===== config.mk =====
export PLATFORM = sky130hd
export DESIGN_NAME = command_parser
export DESIGN_NICKNAME = d
export VERILOG_FILES = /design/src/rtl/gripper_cmd_pkg.sv /design/src/rtl/Generic_counter.sv /design/src/rtl/command_parser.sv
export SDC_FILE = /design/constraint.sdc
export NUM_CORES = 1
export LEC_CHECK = 0
export BUFFER_PORTS_ARGS = -buffer_cell sky130_fd_sc_hd__buf_4
export CAP_MARGIN = 20
export CELL_PAD_IN_SITES_DETAIL_PLACEMENT = 1
export CELL_PAD_IN_SITES_GLOBAL_PLACEMENT = 1
export CORE_ASPECT_RATIO = 1.25
export CORE_UTILIZATION = 48
export DETAILED_ROUTE_END_ITERATION = 10
export PLACE_DENSITY = 0.92
export SLEW_MARGIN = 30
export SYNTH_ARGS = -nofsm -noshare
export SYNTH_HDL_FRONTEND = slang
export SYNTH_HIERARCHICAL = 1
export SYNTH_SLANG_ARGS = --single-unit

===== constraint.sdc =====
create_clock -name CLK -period 4.05 [get_ports CLK]
set_input_delay 0.2025 -clock CLK [delete_from_list [all_inputs] [get_ports CLK]]
set_output_delay 0.2025 -clock CLK [all_outputs]
set_load 0.03 [all_outputs]

===== src/rtl/gripper_cmd_pkg.sv =====
// Shared definitions for the gripper UART command path: ASCII byte codes,
// parser state encoding and a small character-class helper.
package gripper_cmd_pkg;

    localparam logic [7:0] CHAR_G   = 8'h47;
    localparam logic [7:0] CHAR_R   = 8'h52;
    localparam logic [7:0] CHAR_P   = 8'h50;
    localparam logic [7:0] CHAR_DOT = 8'h2E;
    localparam logic [7:0] CHAR_CR  = 8'h0D;
    localparam logic [7:0] CHAR_LF  = 8'h0A;
    localparam logic [7:0] CHAR_0   = 8'h30;

    localparam logic [3:0] ST_IDLE      = 4'd0;
    localparam logic [3:0] ST_WAIT_CR_G = 4'd1;
    localparam logic [3:0] ST_WAIT_CR_R = 4'd2;
    localparam logic [3:0] ST_P_D3      = 4'd3;
    localparam logic [3:0] ST_P_D2      = 4'd4;
    localparam logic [3:0] ST_P_DOT     = 4'd5;
    localparam logic [3:0] ST_P_D1      = 4'd6;
    localparam logic [3:0] ST_P_D0      = 4'd7;
    localparam logic [3:0] ST_WAIT_CR_P = 4'd8;
    localparam logic [3:0] ST_FLUSH     = 4'd9;

    typedef enum logic [3:0] {
        IDLE      = ST_IDLE,
        WAIT_CR_G = ST_WAIT_CR_G,
        WAIT_CR_R = ST_WAIT_CR_R,
        P_D3      = ST_P_D3,
        P_D2      = ST_P_D2,
        P_DOT     = ST_P_DOT,
        P_D1      = ST_P_D1,
        P_D0      = ST_P_D0,
        WAIT_CR_P = ST_WAIT_CR_P,
        FLUSH     = ST_FLUSH
    } state_t;

    // True for ASCII '0'..'9'; the low nibble is then the BCD digit.
    function automatic logic is_digit(input logic [7:0] c);
        return (c >= CHAR_0) && (c <= (CHAR_0 + 8'd9));
    endfunction

endpackage


===== src/rtl/Generic_counter.sv =====
// Free-running up counter that wraps to zero after COUNTER_MAX and flags
// the terminal count. RESET is asynchronous and active-high.
module Generic_counter #(
    parameter int COUNTER_MAX = 9,
    parameter int WIDTH       = 4
) (
    input  logic CLK,
    input  logic RESET,
    input  logic ENABLE,
    output logic DONE
);

    localparam logic [WIDTH-1:0] MAX_VAL = WIDTH'(COUNTER_MAX);

    logic [WIDTH-1:0] count_r;

    // Count while enabled, wrapping after the terminal value.
    always_ff @(posedge CLK or posedge RESET) begin
        if (RESET) begin
            count_r <= '0;
        end else if (ENABLE) begin
            if (count_r == MAX_VAL) begin
                count_r <= '0;
            end else begin
                count_r <= count_r + {{(WIDTH-1){1'b0}}, 1'b1};
            end
        end else begin
            count_r <= count_r;
        end
    end

    assign DONE = (count_r == MAX_VAL);

endmodule


===== src/rtl/command_parser.sv =====
// Receive-side ASCII command decoder for the gripper UART link.
// Parses G<CR>, R<CR> and Pdd.dd<CR> frames into one-cycle pulses and a
// committed BCD setpoint. Optional inter-byte timeout: CMD_TIMEOUT_EN.
module command_parser
    import gripper_cmd_pkg::*;
#(
    parameter int TIMEOUT_CYCLES = 10000000,
    parameter int TIMEOUT_WIDTH  = 24
) (
    input  logic       CLK,
    input  logic       RESET,
    input  logic       rx_valid,
    input  logic [7:0] rx_data,
    output logic [3:0] SP_DEC3,
    output logic [3:0] SP_DEC2,
    output logic [3:0] SP_DEC1,
    output logic [3:0] SP_DEC0,
    output logic       setpoint_valid,
    output logic       grip_cmd,
    output logic       release_cmd,
    output logic       cmd_error,
    output logic       busy
);

    state_t     state_r, state_s;
    logic [3:0] sh3_r, sh2_r, sh1_r, sh0_r;
    logic [3:0] sh3_s, sh2_s, sh1_s, sh0_s;
    logic [3:0] sp3_r, sp2_r, sp1_r, sp0_r;
    logic       grip_r, rel_r, spv_r, err_r, busy_r;
    logic       grip_s, rel_s, spv_s, err_s;
    logic       timeout_s;
    logic [3:0] digit_s;

    // Digit value is only used after the range check, so the nibble subtract is exact.
    assign digit_s = rx_data[3:0] - CHAR_0[3:0];

`ifdef CMD_TIMEOUT_EN
    logic cnt_done_s;
    logic cnt_reset_s;

    // A received byte restarts the inter-byte interval.
    assign cnt_reset_s = RESET | rx_valid;

    Generic_counter #(
        .COUNTER_MAX (TIMEOUT_CYCLES - 1),
        .WIDTH       (TIMEOUT_WIDTH)
    ) u_timeout (
        .CLK    (CLK),
        .RESET  (cnt_reset_s),
        .ENABLE (busy_r),
        .DONE   (cnt_done_s)
    );

    assign timeout_s = cnt_done_s & (state_r != IDLE);
`else
    assign timeout_s = 1'b0;
`endif

    // Next-state, shadow digit capture and pulse decode.
    always_comb begin
        state_s = state_r;
        sh3_s   = sh3_r;
        sh2_s   = sh2_r;
        sh1_s   = sh1_r;
        sh0_s   = sh0_r;
        grip_s  = 1'b0;
        rel_s   = 1'b0;
        spv_s   = 1'b0;
        err_s   = 1'b0;
        if (rx_valid) begin
            // A byte always takes priority over a coincident timeout.
            case (state_r)
                IDLE: begin
                    if (rx_data == CHAR_G) begin
                        state_s = WAIT_CR_G;
                    end else if (rx_data == CHAR_R) begin
                        state_s = WAIT_CR_R;
                    end else if (rx_data == CHAR_P) begin
                        state_s = P_D3;
                    end else if (rx_data == CHAR_LF) begin
                        state_s = IDLE;
                    end else begin
                        err_s   = 1'b1;
                        state_s = FLUSH;
                    end
                end
                P_D3, P_D2, P_D1, P_D0: begin
                    if (is_digit(rx_data)) begin
                        case (state_r)
                            P_D3:    begin sh3_s = digit_s; state_s = P_D2;      end
                            P_D2:    begin sh2_s = digit_s; state_s = P_DOT;     end
                            P_D1:    begin sh1_s = digit_s; state_s = P_D0;      end
                            default: begin sh0_s = digit_s; state_s = WAIT_CR_P; end
                        endcase
                    end else begin
                        err_s   = 1'b1;
                        state_s = FLUSH;
                    end
                end
                P_DOT: begin
                    if (rx_data == CHAR_DOT) begin
                        state_s = P_D1;
                    end else begin
                        err_s   = 1'b1;
                        state_s = FLUSH;
                    end
                end
                WAIT_CR_G, WAIT_CR_R, WAIT_CR_P: begin
                    if (rx_data == CHAR_CR) begin
                        grip_s  = (state_r == WAIT_CR_G);
                        rel_s   = (state_r == WAIT_CR_R);
                        spv_s   = (state_r == WAIT_CR_P);
                        state_s = IDLE;
                    end else begin
                        err_s   = 1'b1;
                        state_s = FLUSH;
                    end
                end
                FLUSH: begin
                    if ((rx_data == CHAR_CR) || (rx_data == CHAR_LF)) begin
                        state_s = IDLE;
                    end else begin
                        state_s = FLUSH;
                    end
                end
                default: begin
                    state_s = IDLE;
                end
            endcase
        end else if (timeout_s) begin
            // Abandoned frame: report once, but a flush is already reported.
            err_s   = (state_r != FLUSH);
            state_s = IDLE;
        end else begin
            state_s = state_r;
        end
    end

    // State, shadow digits, committed setpoint and registered pulses.
    always_ff @(posedge CLK or posedge RESET) begin
        if (RESET) begin
            state_r <= IDLE;
            sh3_r   <= 4'd0;
            sh2_r   <= 4'd0;
            sh1_r   <= 4'd0;
            sh0_r   <= 4'd0;
            sp3_r   <= 4'd0;
            sp2_r   <= 4'd0;
            sp1_r   <= 4'd0;
            sp0_r   <= 4'd0;
            grip_r  <= 1'b0;
            rel_r   <= 1'b0;
            spv_r   <= 1'b0;
            err_r   <= 1'b0;
            busy_r  <= 1'b0;
        end else begin
            state_r <= state_s;
            sh3_r   <= sh3_s;
            sh2_r   <= sh2_s;
            sh1_r   <= sh1_s;
            sh0_r   <= sh0_s;
            if (spv_s) begin
                sp3_r <= sh3_r;
                sp2_r <= sh2_r;
                sp1_r <= sh1_r;
                sp0_r <= sh0_r;
            end else begin
                sp3_r <= sp3_r;
                sp2_r <= sp2_r;
                sp1_r <= sp1_r;
                sp0_r <= sp0_r;
            end
            grip_r  <= grip_s;
            rel_r   <= rel_s;
            spv_r   <= spv_s;
            err_r   <= err_s;
            busy_r  <= (state_s != IDLE);
        end
    end

    assign SP_DEC3        = sp3_r;
    assign SP_DEC2        = sp2_r;
    assign SP_DEC1        = sp1_r;
    assign SP_DEC0        = sp0_r;
    assign setpoint_valid = spv_r;
    assign grip_cmd       = grip_r;
    assign release_cmd    = rel_r;
    assign cmd_error      = err_r;
    assign busy           = busy_r;

endmodule


# Word level (Yosys, flattened, before mapping)
# Index checks and enable logic that the tools add are counted.
# op_classes
eq_ne,15
muxes,29
bitwise,1
reduce_logical,11
magnitude_cmp,2
# op_table
operator,n
4-bit two-way mux,9
"8-bit by 7-bit == test with 1-bit output, second input constant",3
4-bit case mux with 5 select lines,1
1-bit two-way mux,17
"4-bit by 3-bit == test with 1-bit output, second input constant",4
"8-bit by 4-bit == test with 1-bit output, second input constant",2
4-bit AND reduction,4
4-bit case mux with 3 select lines,1
"4-bit by 2-bit == test with 1-bit output, second input constant",2
"4-bit == test, second input constant",2
"8-bit by 6-bit == test with 1-bit output, second input constant",1
"8-bit by 6-bit >= comparator with 1-bit output, second input constant",1
"8-bit by 6-bit <= comparator with 1-bit output, second input constant",1
3-bit OR reduction,2
"4-bit by 1-bit == test with 1-bit output, second input constant",1
4-bit logical NOT,1
1-bit case mux with 4 select lines,1
4-bit nonzero test,1
4-bit OR reduction,1
1-bit logical AND,1
1-bit logical OR,1
1-bit NOT,1
# word_totals
output_inout_bits,21
elab_cells,72
in_bits,11
register_bits,41

# Depth between registers and ports, before layout
# Gate-level depths: netlist of run 1.
# logic_depth
word_depth,8
ltp_mapped,7
mapped_depth_nobuf,5

# Worst setup path after synthesis of run 1
# No wires, ideal clock.
# synth_path
path_kind,register to register
start,register state_r[1]
end,"register sp0_r[0], in the netlist SP_DEC0[0]"
t_required_ns,3.925
setup_time_ns,0.125
t_arrival_ns,1.590
synth_period_minus_slack_ns,1.716
setup_slack_ns,2.334
stages_incl_launch_ff,6
path_buffers,2
path_cell_list,dfrtp_1 clkbuf_1 nor3_1 nand4_4 buf_6 mux2_4
# synth_between
elab_chain_len,4
word_cells_on_any_way,7
classes_between,eq/ne (3); mux (3); reduce/logical (1)
# synth_lines
item,line,text
from (decl),command_parser.sv:25,"state_t state_r, state_s;"
from (signal assigned),command_parser.sv:157,state_r <= state_s;
4-bit by 1-bit == test with 1-bit output (tied with other cells),command_parser.sv:72,case (state_r)
3-bit OR reduction or 1-bit two-way mux (tied branches),"command_parser.sv:72, command_parser.sv:109",
1-bit two-way mux *,command_parser.sv:72,
1-bit two-way mux *,command_parser.sv:70,if (rx_valid) begin
to (signal assigned),command_parser.sv:166,sp0_r <= sh0_r;
to (signal assigned),command_parser.sv:171,sp0_r <= sp0_r;
to (decl),command_parser.sv:28,"logic [3:0] sp3_r, sp2_r, sp1_r, sp0_r;"
# Mark *: on every way between the ends. The rest lies on a longest branch, timed or not.
# A chain may end at the register's enable or synchronous reset.

# Worst setup path in the final report of run 1
# layout_path
start,register state_r[0]
end,"register sp2_r[0], in the netlist SP_DEC2[0]"
# layout_between
elab_chain_len,4
word_cells_on_any_way,7
classes_between,eq/ne (3); mux (3); reduce/logical (1)
# layout_lines
item,line,text
4-bit by 1-bit == test with 1-bit output (tied with other cells),command_parser.sv:72,
3-bit OR reduction or 1-bit two-way mux (tied branches),"command_parser.sv:72, command_parser.sv:109",
1-bit two-way mux *,command_parser.sv:72,
1-bit two-way mux *,command_parser.sv:70,
to (signal assigned),command_parser.sv:164,sp2_r <= sh2_r;
to (signal assigned),command_parser.sv:169,sp2_r <= sp2_r;
to (decl),command_parser.sv:28,
# Marked as above.

==> results by stage, run 1 <==
Run status:
- The flow ran to the end, and the final reports show no timing, DRC or antenna violations.

Clocking:
- The maximum number of buffers from clock root to sink is 2.
- The level count of the clock H-tree is 2.
- For the worst-skew pair, the clock arrives at the later sink with an insertion delay of 0.29 ns.
- After clock tree synthesis, the clock-pin slew on the worst setup and hold paths is roughly 0.080 ns.
- Buffers inserted to repair hold after CTS numbered 0.
- Clock tree synthesis inserted a total of 5 buffers.
- The tree built by TritonCTS fans out to 41 sinks.
- Post-CTS timing repair inserted 0 buffers for setup.
- TritonCTS built the clock tree.
- The clock tree root driver cell is sky130_fd_sc_hd__clkbuf_8.
- Gates resized during post-CTS repair numbered 0.

Pwr:
- The largest vdd supply drop is 0.000147 V.
- The register share of total power is 56.4%.
- The portion of total power attributed to the clock network is 35.0%.
- The leakage power is 1.22 nW.
- Internal power comes to 556 µW.
- The combinational cell fraction of total power is 8.5%.
- For this design the ratio of total power to cell area is 316 nW/µm².
- Of the total power, the share spent switching nets is 25.4%.
- Overall power consumption after layout is estimated at 745 µW.
- The switching power is 189 µW.

Critical path:
- Across all register-to-register paths, the minimum setup slack is about 2.1 ns.
- The kind of start point of the critical path is a register.
- The number of cells on the worst reg-to-reg path is 3.
- Of all nets on the critical path, the largest fanout is 17.
- The startpoint identified for the worst register-to-register timing path is state_r[0].
- For the worst setup path, the data required time is 4.23 ns.
- The beginning of the critical path is state_r[0].
- STA classifies the critical path endpoint as a register.
- For the worst setup path, the data arrival time is 2.13 ns.
- The critical path is of the register to register type.
- In this run the worst setup path terminates at SP_DEC2[0].
- The worst flop-to-flop path endpoint is SP_DEC2[0].

Yosys:
- Sequential cells were found to cover 51.2% of the synthesized design area.
- Counting flops and latches in the post-synthesis netlist gives 41.
- The fraction of registers with async set or reset after synthesis is 100%.
- The number of instances in the synthesized netlist is 162.
- In this run the cell area of the synthesized design comes to 2010 µm².
- Counting flops with a built-in enable in the synthesized netlist gives 0.
- The number of nets in the synthesized netlist is 173.
- The number of warnings reported in the yosys synthesis log is 6.
- A synthesized cell averages 12.4 µm².
- Yosys mapped the design onto 43 distinct sky130hd cell types.
- The most used flip-flop cell after synthesis is sky130_fd_sc_hd__dfrtp_1.

Job:
- The max-cap check violation count is 0.

Final layout:
- Leaving out fill and tap cells, the most frequent cells in the layout are sky130_fd_sc_hd__dfrtp_1 (41), sky130_fd_sc_hd__buf_4 (32), sky130_fd_sc_hd__mux2_2 (23).
- The area growth from synthesis to layout is 17.5%.
- After filler insertion, the fill cell instance count of the layout stands at ~450.
- The footprint of the multi-input gates is 915 µm².
- Once layout is complete, the cells apart from fillers number 248.
- The repair_antennas step left the layout with diodes totalling 0.
- The most common cell after layout, fill and taps aside is sky130_fd_sc_hd__dfrtp_1.
- The number of nets in the layout is 204.
- In the final layout, the share of cells above drive strength 1 is 40.7%.
- Summing all flip-flop and latch instances after layout gives 1030 µm².
- The final design utilization is between 60% and 70%.

Global route:
- The initial antenna violation count was 0.
- For this run the aggregate overflow at the end of global routing stands at 0.
- The largest net degree at the start of global routing is between 40 and 50.
- For this run, the total global-route usage over all layers was measured as 26.8%.
- The wire length of the first global-routing pass is 8.47 mm.
- The via count of the first global-routing pass is between 1500 and 2000.

Placed design:
- The count of placed standard cells including taps is 240.
- Detailed placement ended at an HPWL of 3.77 mm.
- Input and output buffers added on the ports amount to 31.
- Routability-driven placement finished with a final weighted congestion of 0.904.
- Before CTS, the worst setup slack after placement is 2.04 ns.

Timing:
- The worst pin sits at a relative slew slack of 60.2%.
- The timing-limited maximum frequency is 513 MHz.
- The hold violation count in the final report was 0.
- The number of failing setup endpoints in the final timing report is 0.
- In the post-route analysis, the smallest setup slack over all paths is 2.10 ns.
- Across the routed clock network, the largest skew measured is 0.00387 ns.
- The final number of max-transition violations is 0.
- Setup repair after global routing left no endpoint under its margin.
- Setup total negative slack on the finished layout was measured at 0 ns.
- The ratio of final minimum period to clock period is 48.1%.
- The clock period minus final worst setup slack is 1.95 ns.
- The slew of the pin with the lowest slew margin is 0.581 ns.

Floorplanning:
- The effective utilization at floorplan is 51.7%.
- Row generation in the floorplan step produced 25 rows.
- In this run the standard cell core region covers between 3000 and 4000 µm².
- The overall die area is around 4400 µm².
- In this run the count of I/O pins placed on the die edge is 32.
- The vertical die dimension is 74.3 µm.
- From left edge to right edge, the die measures 59.8 µm.

Route:
- The wire length after detailed routing is 5.07 mm.
- The remaining design rule violation count is 0.
- After detailed routing, the average wire length per cell comes to 20.5 µm.
- The pre-antenna-repair detailed-routing pass consisted of 4 iterations.
- The average via count per standard cell is 5.81.
- The post-detailed-route count of antenna-violating nets is 0.
- The number of vias in the routed layout is 1440.
- The first routing iteration left 37 violations.

Worst hold path:
- The min-delay analysis places its worst path in the category primary input to async pin.
==> power by group through the flow <==
stage          logic, mW  registers [mW]  clock network, mW
4_1_cts           0.0643           0.420              0.267
3_5_place_dp      0.0641           0.428                  0
5_1_grt           0.0706           0.421              0.285
3_3_place_gp      0.0617           0.428                  0
6_report          0.0636           0.420              0.261
2_1_floorplan     0.0391           0.427                  0
==> stage by stage <==
step / hold WS, ns / instance area [µm²]
final: 0.0438 / 2360
after global routing: 0.0830 / 2360
after CTS: 0.0607 / 2360
after detailed placement: 0.382 / 2270
after global placement: 0.352 / 2270
after floorplan: 0.353 / 2010
==> Yosys cell counts (3+ instances only) <==
cell                       count  share of area (%)
sky130_fd_sc_hd__dfrtp_1      41                 51
sky130_fd_sc_hd__mux2_2       23                 13
sky130_fd_sc_hd__mux2_4        9                6.7
sky130_fd_sc_hd__nand3_1       7                1.7
sky130_fd_sc_hd__a21oi_1       6                1.5
sky130_fd_sc_hd__inv_1         6                1.1
sky130_fd_sc_hd__o21ai_0       6                1.5
sky130_fd_sc_hd__nand2_1       5               0.94
sky130_fd_sc_hd__nor2b_1       5                1.6
sky130_fd_sc_hd__buf_2         4                1.0
sky130_fd_sc_hd__nand4_1       4                1.2
sky130_fd_sc_hd__nor2_1        4               0.75
sky130_fd_sc_hd__clkbuf_1      3               0.56
sky130_fd_sc_hd__nor3_1        3               0.75
==> kinds of logic (layout without fill, tap and decap cells) <==
group                  count (synthesis)  in the layout  share of synthesized area, %
buffers and inverters                 14             46                          3.24
DFF                                   41             41                          51.2
muxes                                 33             33                          20.1
and+or+nand+nor                       49             49                          16.8
AOI/OAI and AO/OA                     25             25                          8.67
==> state kept, by name, summed over array words and instances (netlist names), 4 cells and up <==
name / cells
SP_DEC0: 4
SP_DEC1: 4
SP_DEC2: 4
SP_DEC3: 4
sh0_r: 4
sh1_r: 4
sh2_r: 4
sh3_r: 4
state_r: 4
==> how the worst min path moves through the flow <==
stage / from / cells after the start / slack, ns / endpoint
after floorplan: rx_data[0] / 1 / 0.35 / sh3_r[0]
after global placement: RESET / 3 / 0.35 / SP_DEC3[1]
after detailed placement: RESET / 3 / 0.38 / SP_DEC3[1]
after CTS: RESET / 3 / 0.06 / sh3_r[3]
after global routing: RESET / 3 / 0.08 / SP_DEC3[1]
final: RESET / 3 / 0.04 / SP_DEC3[1]
==> per-layer routing <==
metal / global-route usage, % / vias to the layer above / part of all wire [%]
li1: - / 657 / -
met3: 6.09 / 10 / 3.2
met4: 11.9 / 0 / 2.4
met5: 0 / - / 0
met2: 47.9 / 27 / 56
met1: 29.9 / 746 / 39
==> critical path, cell delays in order (launching register included) <==
cell	delay, ns
sky130_fd_sc_hd__dfrtp_1	0.52
sky130_fd_sc_hd__nor3_1	0.46
sky130_fd_sc_hd__nand4_4	0.41
sky130_fd_sc_hd__mux2_4	0.44
==> layout make-up <==
type | instances | area share (%)
inverter | 6 | 0.955
timing repair buffer | 32 | 10.2
sequential | 41 | 43.5
multi-input combinational | 107 | 38.8
tap | 54 | 2.87
clock inverter | 3 | 0.743
clock buffer | 5 | 2.92
(Power assumes the default switching activity.)
==> inputs of run 2 (changes only) <==
Settings changed: CORE_UTILIZATION 48 to 45, PLACE_DENSITY 0.92 to 0.88.
Clock period 4.05 ns to 1.87 ns, I/O delays scaled along.
==> run 2 against run 1 <==
Net effect: sequential power up 120%; non-clock buffer count rose by 10; final cell count up 4.8%; combinational power rose to 2.5 times the previous value; global-route usage is 0.63 points lower; clock-buffer cell count up 1; critical path type unchanged; highest routed layer unchanged.
==> results by stage, run 2 (same netlist as run 1, synthesis figures left out) <==
Run status:
- The run finished with clean final reports.

Route:
- The average via count per standard cell is 5.96 (+2.7%).
- The initial detailed-routing violation count came to 53 (+43%).
- The detailed route wirelength on metal2 came to 2.99 mm (+5.8%).
- The post-detailed-route wirelength per cell is 21.1 µm (+2.9%).
- The number of iterations in the first detailed-routing pass is 4 (unchanged).
- The met1 layer wirelength in the final routing was 2.03 mm (+3.1%).
- The wire length after detailed routing is 5.47 mm (+7.9%).
- The number of vias in the routed layout is 1550 (+7.6%).
- The length of routed met3 wiring is 219 µm (+37%).
- The top metal layer carrying routed signals is met4.
- The remaining design rule violation count came to 0 (unchanged).
- The post-detailed-route count of antenna-violating nets is 0 (unchanged).

Critical path:
- The cell family contributing the most delay on the critical path is simple AND/OR/NAND/NOR gates.
- Walking the worst path, the cells encountered are buf_4, nor2b_1, nand4_1, mux2_2.
- The arrival time reported for the critical path endpoint is 1.99 ns (-0.14 ns).
- The worst setup path is captured at a register.
- The logic depth of the worst path, buffers included was 4 (+1).
- The critical path starts at state_r[3].
- The maximum fanout along the worst path is 8 (-9).
- The buffering stage count on the worst path with inverters included came to 1 (+1).
- The worst reg2reg path startpoint is state_r[3].
- By startpoint and endpoint, the worst setup path is classified as register to register.
- The endpoint required time on the critical path came to 2.04 ns (-2.19 ns).
- Among all stages on the critical path, the largest delay is contributed by sky130_fd_sc_hd__dfrtp_1.
- The worst setup path endpoint is sh1_r[2].
- STA classifies the critical path startpoint as a register.
- The length in cells of the worst reg-to-reg path is 4 (+1).
- The setup slack on the worst flop-to-flop path is 0.06 ns (-2.05 ns).
- The worst flop-to-flop path endpoint is sh1_r[2].
- The worst stage delay on the critical path is 0.46 ns (-0.06 ns).

Floorplanning:
- The vertical die dimension is 76.6 µm (+3.2%).
- The overall die area is 4730 µm² (+6.5%).
- The horizontal die dimension is 61.7 µm (+3.2%).
- The placeable core region is 4160 µm² (+7.4%).
- The number of placement rows came to 26 (+4.0%).
- The effective utilization at floorplan is 48.2% (-3.5 points).
- The number of ports placed on the die boundary is 32 (unchanged).

Global route:
- The wire length of the first global-routing pass is 8.89 mm (+5.1%).
- The total routing usage reported by global routing is 26.2% (-0.63 points).
- The via count of the first global-routing pass is 1739 (+6.3%).
- The total congestion overflow is 0 (unchanged).
- The largest net degree at the start of global routing is 42 (unchanged).
- The initial antenna violation count is 0 (unchanged).

Final layout:
- The number of antenna cells inserted is 0 (unchanged).
- The top cell types in the final layout, fill and taps aside, are sky130_fd_sc_hd__buf_4 (40), sky130_fd_sc_hd__dfrtp_1 (39), sky130_fd_sc_hd__mux2_2 (23).
- The number of fill cells in the layout is 453 (+1.8%).
- The post-synthesis to final-layout area growth is 24.6%.
- The number of nets in the layout is 214 (+4.9%).
- The library cell used most frequently in the layout, excluding fill and tap cells, is sky130_fd_sc_hd__buf_4.
- The fraction of layout instances using a drive strength above 1 is 45.1% (+4.4 points).
- The final cell area excluding filler cells was 2500 µm² (+6.1%).

Timing:
- The number of failing setup endpoints in the final timing report is 0 (unchanged).
- The minimum setup slack in the final design is 0.0560 ns (-2.05 ns).
- The ratio of final minimum period to clock period is 97.0% (+49 points).
- The worst clock skew is 0.00733 ns (+0.00346 ns).
- The worst relative slew slack is 65.8% (+5.6 points).
- The hold violation count in the final report came to 0 (unchanged).
- The post-route worst hold slack is 0.0949 ns (+0.0511 ns).
- The timing-limited maximum frequency came to 551 MHz (+7.4%).
- The sum of negative setup slack is 0 ns (unchanged).
- The final number of max-transition violations is 0 (unchanged).
- The slew of the pin with the lowest slew margin is 0.513 ns (-0.0687 ns).
- Setup repair after global routing left no endpoint under its margin.
- The clock period minus final worst setup slack is 1.81 ns (-0.134 ns).

Clocking:
- The number of buffers added by the clock tree synthesis step is 5 (unchanged).
- The TritonCTS clock tree is done.
- The maximum number of buffers from clock root to sink was 2 (unchanged).
- The latest clock arrival within the worst-skew pair is 0.29 ns (about the same).
- The clock tree root driver cell is sky130_fd_sc_hd__clkbuf_8.
- The level count of the clock H-tree came to 2 (unchanged).
- The clock-pin slew on the worst setup and hold paths was 0.08 ns (about the same).
- The clock sink count is 41 (unchanged).

Job:
- The max-cap check violation count is 0 (unchanged).

Placed design:
- The post-place setup slack is 0.0338 ns (-2.01 ns).
- The final HPWL from detailed placement is 3.98 mm (+5.5%).
- The final weighted congestion of routability-driven global placement is 0.985 (+9.0%).
- The cell area reported after detailed placement is 2350 µm² (+3.3%).
- The number of port buffers is 31 (unchanged).

Pwr:
- The power density over the cells is 726 nW/µm² (+130%).
- The power after layout is 1.81 mW (+140%).
- The largest vdd supply drop came to 0.000561 V (+280%).
- The leakage power is 1.29 nW (+5.6%).

Worst hold path:
- The path category of the worst min-delay check is primary input to register.
[run 2: cell types whose count changed in the layout (fill, tap and decap cells not counted), sizes merged]
cell,change
buf,+9
bufinv,+1
dlygate4sd3,+1
clkinv,-2
clkbuf,+1
[run 2: what timing repair did]
item	CTS	global route
gates resized for setup	0	5
hold buffers	1	0
setup buffers	0	1
endpoints found under the setup margin	0	8
hold endpoints to repair	41	0
[run 2: how the worst min path moves through the flow]
stage	from	depth (start not counted)	end
4_1_cts	rx_data[3]	2	sh1_r[3]
5_1_grt	rx_data[3]	2	sh1_r[3]
3_5_place_dp	RESET	3	SP_DEC3[1]
2_1_floorplan	rx_data[0]	1	sh3_r[0]
3_3_place_gp	RESET	3	SP_DEC3[0]
6_report	rx_data[3]	2	sh1_r[3]
[run 2: area by class of cell]
cell class | instances | area, µm² | area share (%)
clock buffer | 6 | 82.6 | 3.30
clock inverter | 2 | 37.5 | 1.50
inverter | 6 | 22.5 | 0.901
multi-input combinational | 107 | 928 | 37.1
sequential | 41 | 1030 | 41.1
tap | 56 | 70.1 | 2.80
timing repair buffer | 42 | 330 | 13.2
[run 2: worst reg2reg max path, delay by kind of cell (launching register included)]
kind / cells / cell delay, ns
and+or+nand+nor: 2 / 0.64
buffers and inverters: 1 / 0.21
muxes: 1 / 0.38
DFF: 1 / 0.46
[run 2: metal layers]
layer / track usage, % / vias up
met5: 0 / -
met4: 12.7 / 0
met3: 5.26 / 21
met2: 46.0 / 59
met1: 28.3 / 794
li1: - / 676
[run 2: through the flow]
| stage | utilization, % | cells |
|---|---|---|
| global route | 60.0 | 260 |
| CTS | 59.5 | 259 |
| detailed placement | 56.3 | 250 |
| global placement | 56.3 | 250 |
| floorplan | - | 162 |
| finish | 60.0 | 260 |
[run 2: power by group]
group,total (mW),internal [mW],switching (mW)
clock network,0.746,0.434,0.312
logic,0.160,0.0626,0.0975
registers,0.908,0.894,0.0137
total,1.81,1.39,0.423
==> inputs of run 3 (changes only) <==
Settings changed: CORE_ASPECT_RATIO 1.25 to 1.5.
==> run 3 against run 2 <==
Net effect: critical path depth is the same; via count fell by 5.9%; power decreased by 0.58%; combinational power is essentially flat; critical endpoint is now sh2_r[1].
==> results by stage, run 3 (same netlist as run 1, synthesis figures left out) <==
Run status:
- The flow ran to the end, and the final reports show no timing, DRC or antenna violations.

Critical path:
- The classification of the worst setup path is register to register.
- The arrival time reported for the critical path endpoint is 1.93 ns (-0.06 ns).
- The maximum fanout along the worst path is 8 (unchanged).
- The setup slack on the worst flop-to-flop path is 0.12 ns (+0.07 ns).
- The length in cells of the worst reg-to-reg path was 4 (unchanged).
- In this run the worst setup path terminates at sh2_r[1].
- The worst flop-to-flop path endpoint is sh2_r[1].
- The endpoint required time on the critical path is 2.05 ns (about the same).
- STA classifies the critical path endpoint as a register.
- The kind of start point of the critical path is a register.
- The beginning of the critical path is state_r[3].
- The worst reg2reg path startpoint is state_r[3].

Timing:
- The slew of the pin with the lowest slew margin is 0.558 ns (+0.0451 ns).
- The clock period minus final worst setup slack is 1.75 ns (-0.0663 ns).
- The ratio of final minimum period to clock period is 93.5% (-3.5 points).
- The worst clock skew came to 0.00625 ns (-0.00108 ns).
- The worst relative slew slack is 62.7% (-3.1 points).
- Setup repair after global routing left no endpoint under its margin.
- The number of failing setup endpoints in the final timing report came to 0 (unchanged).
- The sum of negative setup slack came to 0 ns (unchanged).
- The hold violation count in the final report is 0 (unchanged).
- The final number of max-transition violations came to 0 (unchanged).
- The timing-limited maximum frequency came to 572 MHz (+3.8%).

Floorplanning:
- The horizontal die dimension is 56.5 µm (-8.4%).
- The number of placement rows is 29 (+12%).
- The effective utilization at floorplan is 47.2% (-0.92 points).
- The placeable core region is 4250 µm² (+2.0%).
- The vertical die dimension was 83.8 µm (+9.3%).
- The overall die area is 4730 µm² (about the same).
- The number of ports placed on the die boundary came to 32 (unchanged).

Final layout:
- The fraction of layout instances using a drive strength above 1 is 45.6% (+0.49 points).
- The number of antenna cells inserted is 0 (unchanged).
- The number of fill cells in the layout is 438 (-3.3%).
- The library cell used most frequently in the layout, excluding fill and tap cells, is sky130_fd_sc_hd__buf_4.
- The area growth from synthesis to layout is 24.3%.
- The top cell types in the final layout, fill and taps aside, are sky130_fd_sc_hd__buf_4 (40), sky130_fd_sc_hd__dfrtp_1 (39), sky130_fd_sc_hd__mux2_2 (23).
- The sequential cell area was 1030 µm² (unchanged).
- The footprint of the multi-input gates came to 935 µm² (+0.67%).
- The number of nets in the layout is 214 (unchanged).
- The final cell area excluding filler cells was 2490 µm² (-0.25%).

Placed design:
- The final HPWL from detailed placement is 3.67 mm (-7.7%).
- The number of port buffers is 31 (unchanged).
- The final weighted congestion of routability-driven global placement was 0.909 (-7.7%).
- The cell area reported after detailed placement is 2340 µm² (-0.21%).

Global route:
- The total routing usage reported by global routing was 21.6% (-4.5 points).
- The initial antenna violation count was 0 (unchanged).
- The via count of the first global-routing pass came to 1563 (-10%).
- The largest net degree at the start of global routing is 42 (unchanged).
- The wire length of the first global-routing pass was 7.81 mm (-12%).
- The total congestion overflow is 0 (unchanged).

Route:
- The average via count per standard cell is 5.83 (-2.2%).
- The post-detailed-route count of antenna-violating nets came to 0 (unchanged).
- The post-detailed-route wirelength per cell is 19.3 µm (-8.3%).
- The wire length after detailed routing is 4.83 mm (-12%).
- The number of vias in the routed layout came to 1458 (-5.9%).
- The number of iterations in the first detailed-routing pass came to 4 (unchanged).
- The remaining design rule violation count is 0 (unchanged).
- The initial detailed-routing violation count is 52 (-1.9%).

Pwr:
- The power density over the cells was 723 nW/µm² (-0.33%).
- The power after layout is 1.80 mW (-0.58%).
- The largest vdd supply drop is 0.000697 V (+24%).
- The leakage power is 1.29 nW (+0.22%).

Clocking:
- The clock-pin slew on the worst setup and hold paths is 0.08 ns (about the same).
- The maximum number of buffers from clock root to sink is 2 (unchanged).
- The number of buffers added by the clock tree synthesis step is 5 (unchanged).
- The latest clock arrival within the worst-skew pair is 0.29 ns (about the same).
- The post-CTS setup buffer count is 0 (unchanged).
- The TritonCTS clock tree is done.
- The level count of the clock H-tree is 2 (unchanged).
- The clock tree root driver cell is sky130_fd_sc_hd__clkbuf_8.
- The clock sink count is 41 (unchanged).

Worst hold path:
- The path category of the worst min-delay check is primary input to register.

Job:
- The max-cap check violation count was 0 (unchanged).
## run 3: per-stage QoR
| step | setup WS, ns | cells | hold WS (ns) | util (%) |
|---|---|---|---|---|
| floorplan | 0.154 | 162 | 0.244 | - |
| global placement | 0.165 | 241 | 0.239 | 55.1 |
| detailed placement | 0.0401 | 241 | 0.260 | 55.1 |
| CTS | 0.0273 | 250 | 0.0883 | 58.2 |
| global route | 0.0116 | 250 | 0.0939 | 58.7 |
| finish | 0.122 | 250 | 0.0979 | 58.7 |
## run 3: report_power, final
part	internal (mW)	switching (mW)
sequential	0.894	0.0123
clock	0.434	0.305
combinational	0.0632	0.0956
total	1.39	0.412
## run 3: what timing repair did
action | in CTS | in global routing
endpoints found under the setup margin | 0 | 2
gates resized for setup | 0 | 6
hold endpoints to repair | 41 | 0
hold buffers | 1 | 0
## run 3: routing by layer
layer	GRT usage [%]	up-vias	part of all wire [%]	wire length [µm]
met5	0	-	0	0
met4	7.76	0	2.5	121
li1	-	678	-	-
met2	41.0	35	57	2760
met3	3.88	11	3.1	152
met1	23.1	734	37	1790
## run 3: final cells by class
cell class / count / area share [%]
inverter: 6 / 0.903
tap: 46 / 2.31
sequential: 41 / 41.2
timing repair buffer: 42 / 13.2
multi-input combinational: 107 / 37.5
clock buffer: 6 / 3.31
clock inverter: 2 / 1.51
## run 3: worst max-delay path: stages (launching register included)
cell	delay [ns]
sky130_fd_sc_hd__dfrtp_1	0.46
sky130_fd_sc_hd__buf_4	0.21
sky130_fd_sc_hd__nor2b_1	0.29
sky130_fd_sc_hd__nand4_1	0.31
sky130_fd_sc_hd__mux2_2	0.36
## run 3: worst min path at each step
stage,slack (ns),from,depth (start not counted),end
global placement,0.24,RESET,3,SP_DEC3[2]
CTS,0.09,rx_data[3],2,sh2_r[3]
global route,0.09,rx_data[3],2,sh2_r[3]
floorplan,0.24,rx_data[0],1,sh3_r[0]
detailed placement,0.26,RESET,3,SP_DEC3[2]
finish,0.1,rx_data[3],2,sh2_r[3]
